File: src/rtl/serial_64_cla_4_adder.sv
// serial_64_cla_4_adder
// 64-bit adder with carry-in and carry-out, followed by one register stage.
// The adder is split into four 16-bit segments. The segment carries ripple
// from segment 0 (LSB) to segment 3 (MSB). Each segment has four 4-bit CLA
// groups. A Brent-Kung prefix over the group (G,P) pairs gives the carry into
// each group.
// The prefix tree is written out for exactly four groups per segment, so
// SEG_W must equal 4*GRP_W.
module serial_64_cla_4_adder #(
  parameter int WIDTH = 64,
  parameter int SEG_W = 16,
  parameter int GRP_W = 4,
  parameter int NSEG  = 4
) (
  input  logic             clk,
  input  logic             rst,
  input  logic [WIDTH-1:0] x1,
  input  logic [WIDTH-1:0] x2,
  input  logic             cin,
  output logic [WIDTH-1:0] s,
  output logic             cout
);

  localparam int NGRP = SEG_W / GRP_W;

  // Carry into every bit of a group, from the group carry-in.
  // Each carry is a flat sum of products, so carries do not ripple
  // bit to bit inside the group.
  function automatic logic [GRP_W-1:0] grp_carries(input logic [GRP_W-1:0] g,
                                                   input logic [GRP_W-1:0] p,
                                                   input logic             ci);
    logic [GRP_W-1:0] c;
    logic             t;
    for (int j = 0; j < GRP_W; j++) begin
      t = ci;
      for (int m = 0; m < j; m++) t = t & p[m];
      c[j] = t;
      for (int k = 0; k < j; k++) begin
        t = g[k];
        for (int m = k + 1; m < j; m++) t = t & p[m];
        c[j] = c[j] | t;
      end
    end
    return c;
  endfunction

  // Group generate: g3 | p3&g2 | p3&p2&g1 | p3&p2&p1&g0 (for GRP_W = 4).
  function automatic logic grp_gen(input logic [GRP_W-1:0] g,
                                   input logic [GRP_W-1:0] p);
    logic gg;
    logic t;
    gg = 1'b0;
    for (int k = 0; k < GRP_W; k++) begin
      t = g[k];
      for (int m = k + 1; m < GRP_W; m++) t = t & p[m];
      gg = gg | t;
    end
    return gg;
  endfunction

  logic [NSEG:0]    w_seg_c;
  logic [WIDTH-1:0] w_sum;

  assign w_seg_c[0] = cin;

  genvar gi, gj;
  generate
    for (gi = 0; gi < NSEG; gi++) begin : g_seg
      logic [NGRP-1:0] w_grp_g;
      logic [NGRP-1:0] w_grp_p;
      logic [NGRP-1:0] w_grp_cin;
      logic            w_g10, w_p10, w_g32, w_p32, w_g30, w_p30;

      for (gj = 0; gj < NGRP; gj++) begin : g_grp
        localparam int BASE = gi * SEG_W + gj * GRP_W;
        logic [GRP_W-1:0] w_g;
        logic [GRP_W-1:0] w_p;
        logic [GRP_W-1:0] w_c;

        assign w_g          = x1[BASE +: GRP_W] & x2[BASE +: GRP_W];
        assign w_p          = x1[BASE +: GRP_W] ^ x2[BASE +: GRP_W];
        assign w_grp_g[gj]  = grp_gen(w_g, w_p);
        assign w_grp_p[gj]  = &w_p;
        assign w_c          = grp_carries(w_g, w_p, w_grp_cin[gj]);
        assign w_sum[BASE +: GRP_W] = w_p ^ w_c;
      end

      // Up-sweep: pairs (1:0), (3:2), then the whole segment (3:0).
      assign w_g10 = w_grp_g[1] | (w_grp_p[1] & w_grp_g[0]);
      assign w_p10 = w_grp_p[1] & w_grp_p[0];
      assign w_g32 = w_grp_g[3] | (w_grp_p[3] & w_grp_g[2]);
      assign w_p32 = w_grp_p[3] & w_grp_p[2];
      assign w_g30 = w_g32 | (w_p32 & w_g10);
      assign w_p30 = w_p32 & w_p10;

      // Down-sweep: carry into each group from the segment carry-in.
      assign w_grp_cin[0] = w_seg_c[gi];
      assign w_grp_cin[1] = w_grp_g[0] | (w_grp_p[0] & w_seg_c[gi]);
      assign w_grp_cin[2] = w_g10 | (w_p10 & w_seg_c[gi]);
      assign w_grp_cin[3] = w_grp_g[2] | (w_grp_p[2] & w_grp_cin[2]);

      // Segment carry-out feeds the next segment.
      assign w_seg_c[gi+1] = w_g30 | (w_p30 & w_seg_c[gi]);
    end
  endgenerate

  logic [WIDTH-1:0] r_s;
  logic             r_cout;

  // Output register: captures the sum and the final carry every cycle.
  // Reset clears both outputs at once, without waiting for a clock edge.
  always_ff @(posedge clk or posedge rst) begin
    if (rst) begin
      r_s    <= '0;
      r_cout <= 1'b0;
    end else begin
      r_s    <= w_sum;
      r_cout <= w_seg_c[NSEG];
    end
  end

  assign s    = r_s;
  assign cout = r_cout;

endmodule

File: config.mk
export PLATFORM = sky130hd
export DESIGN_NAME = serial_64_cla_4_adder
export DESIGN_NICKNAME = d
export VERILOG_FILES = /design/src/rtl/serial_64_cla_4_adder.sv
export SDC_FILE = /design/constraint.sdc
export NUM_CORES = 1
export LEC_CHECK = 0
export CAP_MARGIN = 20
export CORE_UTILIZATION = 35
export DETAILED_ROUTE_END_ITERATION = 7
export PLACE_DENSITY = 0.69
export SETUP_SLACK_MARGIN = 0.4
export SLEW_MARGIN = 5
export SYNTH_ARGS = -nofsm -noshare
export SYNTH_HDL_FRONTEND = slang
export SYNTH_SLANG_ARGS = --single-unit
export TNS_END_PERCENT = 100
File: constraint.sdc
create_clock -name clk -period 2.9 [get_ports clk]
set_input_delay 0.87 -clock clk [delete_from_list [all_inputs] [get_ports clk]]
set_output_delay 0.87 -clock clk [all_outputs]
set_load 0.05 [all_outputs]
==> results of run 1 <==
## kinds of logic (layout without fill, tap and decap cells)
group                      after synthesis  in the layout
xor gates and xnor gates                33             33
DFF                                     65             65
AOI/OAI and AO/OA                      104            104
buffers and inverters                   11            418
other                                    0              2
and+or+nand+nor                         99             99
adders and majority gates               96             96
## through the flow
stage,worst slack (ns),cells
3_3_place_gp,-0.8660,894
6_report,-0.2717,985
4_1_cts,-0.1702,965
2_1_floorplan,-0.2522,408
5_1_grt,-0.4378,983
3_5_place_dp,-0.9532,894
## repair_timing
item / CTS / global route
setup buffers: 56 / 18
gates resized for setup: 419 / 89
pin swaps: 175 / 81
endpoints found under the setup margin: 61 / 60
## power by group through the flow
stage                     clock network [W]  logic (W)  registers [W]
after global routing                0.00125    0.00270        0.00116
after floorplan                           0   0.000520        0.00183
after global placement                    0    0.00209        0.00116
final                               0.00119    0.00256        0.00115
after detailed placement                  0    0.00213        0.00116
after CTS                           0.00120    0.00238        0.00115
## flip-flops by register name, summed over array words and instances (netlist names)
signal and count:
s 64, cout 1
## cell usage in the layout (no fill, tap or decap), types with 3 or more instances in the layout
cell type | synthesis | layout
buf_2 | 0 | 40
ha_4 | 0 | 52
xnor2_1 | 18 | 18
clkdlybuf4s15_1 | 0 | 14
a21oi_1 | 28 | 12
o211ai_1 | 3 | 3
nor2_4 | 0 | 10
nand2_1 | 18 | 7
inv_1 | 11 | 7
clkdlybuf4s15_2 | 0 | 14
xor2_1 | 15 | 15
nor2_2 | 0 | 16
clkbuf_16 | 0 | 9
clkbuf_2 | 0 | 7
buf_4 | 0 | 160
nand4_1 | 7 | 7
nor3_4 | 1 | 6
nand2_4 | 0 | 4
o21ai_2 | 3 | 10
a21oi_2 | 3 | 13
buf_6 | 0 | 40
o21ai_4 | 0 | 5
a21oi_4 | 0 | 6
fa_2 | 0 | 15
nor2_1 | 41 | 15
dlygate4sd2_1 | 0 | 17
nand2_2 | 2 | 9
a21o_1 | 9 | 9
clkdlybuf4s50_1 | 0 | 98
nand3_1 | 3 | 3
nor3_1 | 18 | 8
dfrtp_1 | 65 | 65
ha_2 | 0 | 11
ha_1 | 80 | 17
o21a_1 | 31 | 31
nor3_2 | 0 | 5
## area by class of cell
type	count	area, µm²	area share
multi-input cells	332	4013	0.4193
diodes	2	5.005	0.0005230
clock inverters	5	80.08	0.008368
flip-flops and latches	65	1627	0.1700
well taps	168	210.2	0.02197
repair buffers	392	3349	0.3500
clock buffers	10	239.0	0.02497
inverters	11	46.29	0.004838
## Yosys cell counts, types with 2 or more instances
master	n	area share
a21oi_2	3	0.0059
o21a_1	31	0.052
a221oi_1	2	0.0039
a21o_1	9	0.015
nand2_2	2	0.0028
nand2_1	18	0.015
inv_1	11	0.0093
o21bai_1	2	0.0034
dfrtp_1	65	0.37
nand2b_1	3	0.0042
fa_1	16	0.072
nor2_1	41	0.035
nand4_1	7	0.0098
xor2_1	15	0.030
o21ai_1	5	0.0056
ha_1	80	0.22
o21ai_2	3	0.0059
o21ai_0	11	0.012
xnor2_1	18	0.035
nor3_1	18	0.020
nand3_1	3	0.0034
o211ai_1	3	0.0051
a21oi_1	28	0.031
## routing by layer
layer,global-route usage,part of all wire,wire (µm)
met4,0.06320,0.019,320
met1,0.2725,0.37,6357
met5,0,0,0
met2,0.4804,0.55,9291
met3,0.04955,0.059,994
## path summary, 6_finish.rpt
kind                        start         endpoint
worst min-delay path          rst  s[19]$_DFF_PP0_
max in group asynchronous     rst  s[12]$_DFF_PP0_
worst max-delay path       x2[21]  s[61]$_DFF_PP0_
min in group clk           x1[43]  s[43]$_DFF_PP0_
==> impl_results.md, run 1 <==
- Status: finished with violations
- Failing checks: negative setup slack
- Buf+Inv Stages, Crit Path: 4
- Post-synth EDFFs: 0
- Power density cells: slightly above 500 nW/µm²
- Post-synthesis sequential area ratio: 0.3653
- CP Cell Sequence: dlygate4sd2_1 -> ha_4 -> a21oi_4 -> o21ai_2 -> a21oi_1 -> buf_4 -> o211ai_1 -> o21ai_2 -> a21oi_2 -> o21ai_2 -> nand2_2 -> buf_4 -> buf_4 -> fa_2 -> xor2_1
- Clock power frac: 0.243
- Largest family of logic cells by synthesized area: adder cells
- Startpoint types: input port
- H-tree depth: 3
- WP data arrival: roughly 3.4 ns
- CP Max Fanout: 4
- RePlAce Congestion: 0.7682
- Critical path depth in cells: 15
- Die height: between 100 and 150 µm
- CTS tree: done
- Fin. max-slew vios: 0
- Pre-antenna DRT Iters: 5
- GRT Total Usage: 0.2471
- Internal power: approximately 0.003 W
- Core ar.: ~12000 µm²
- Synth Flop Type: dfrtp_1
- IO Pins: just under 200
- Largest net degree at the start of global routing: between 40 and 50
- DIE AREA: ~13000 µm²
- Minimum clock period: roughly 3.2 ns
- Maximum Capacitance Violations: 0
- Adder-Cell Fraction of Synth Area: 0.2967
- Sw Ratio: 0.3859
- Hold Path Class: in -> async
- Mux share of post-synthesis cell area: 0
- Final ANT Viol Nets: 0
- DRC errors left: 0
- CP endpoint kind: flop
- Post-synth cell types: 37
- Crit path max-delay family: compound AO/OA/AOI/OAI gates
- Hold_ws: 0.8008 ns
- Total clock sinks: 65
- Share of layout cells above drive strength 1: 0.5595
- Final Hold Viols: 0
- GR Overflow Total: 0
- CP Class: in -> reg
- IO buf count: between 150 and 200
- Initial DRC count: about 180
- Area of the mapped netlist: 4453 µm²
- Pleak: 4.180 nW
- Total number of vias: approximately 4800
- Reg clk slew, reported paths: around 0.06 ns
- Initial core utilization: 0.3647
- Net Count, Synth: around 640
- Synth warnings: 0
- Post-Synthesis Cells: ~400
- RSZ-0062 raised after global routing: yes
- Worst stage delay on the critical path: approximately 0.38 ns
- Vias per cell: approximately 4.8
- Comb pwr share: 0.523
- Area post-placement: just under 8000 µm²
- Final WL: ~17000 µm
- Cts hold-fix bufs: 0
- Max Fclk: roughly 320 MHz
- Peak supply drop: roughly 0.28 mV
- Area grow syn2layout: 114.9%
- Layout fillers: between 700 and 800
- CTS Buffer Depth: 2
- CTS Buf Count: 9
- Die X-Extent: ~110 µm
- Net Switching: roughly 0.0019 W
- Detail Placement HPWL: about 11000 µm
- Finished Core Util: 0.7836
- Row cnt: 40
- Tcrit/Tclk final: 1.094
- Syn Area/Cell: 10.91 µm²
- Rel. slew slack: 0.6103
- Worst setup margin: -0.2717 ns
- Post-Synth Simple-Gate Area: 0.1040
- Setup TNS Final: -4.180 ns
- Slew @ Worst Pin: just under 0.6 ns
- Xor and xnor fraction of the mapped netlist area: 0.06491
- Global-route wire length before repair: around 25000 µm
- Initial antenna violation count: 0
- Vias in the first global route: ~5300
- Total Power: about 0.0049 W
- Design area: approximately 9600 µm²
- Routed len/inst: around 17 µm
- Worst path slowest cell: fa_2
- Yosys reg bits: 65
- Worst EP required: between 3 and 4 ns
- Post-layout nets: 1038
- Area fraction in compound gates after synthesis: 0.1599
- Clock root cell: clkbuf_16
- Flop pwr share: 0.234
- Asr flop ratio synth: 1.000
- Final Setup Violations: 34
(Power assumes the default switching activity.)
==> run 2: changes to the inputs <==
Settings changed: GPL_TIMING_DRIVEN from default to 1.
==> results of run 2 <==
No change in the layout: final DEF, timing and power equal those of run 1.
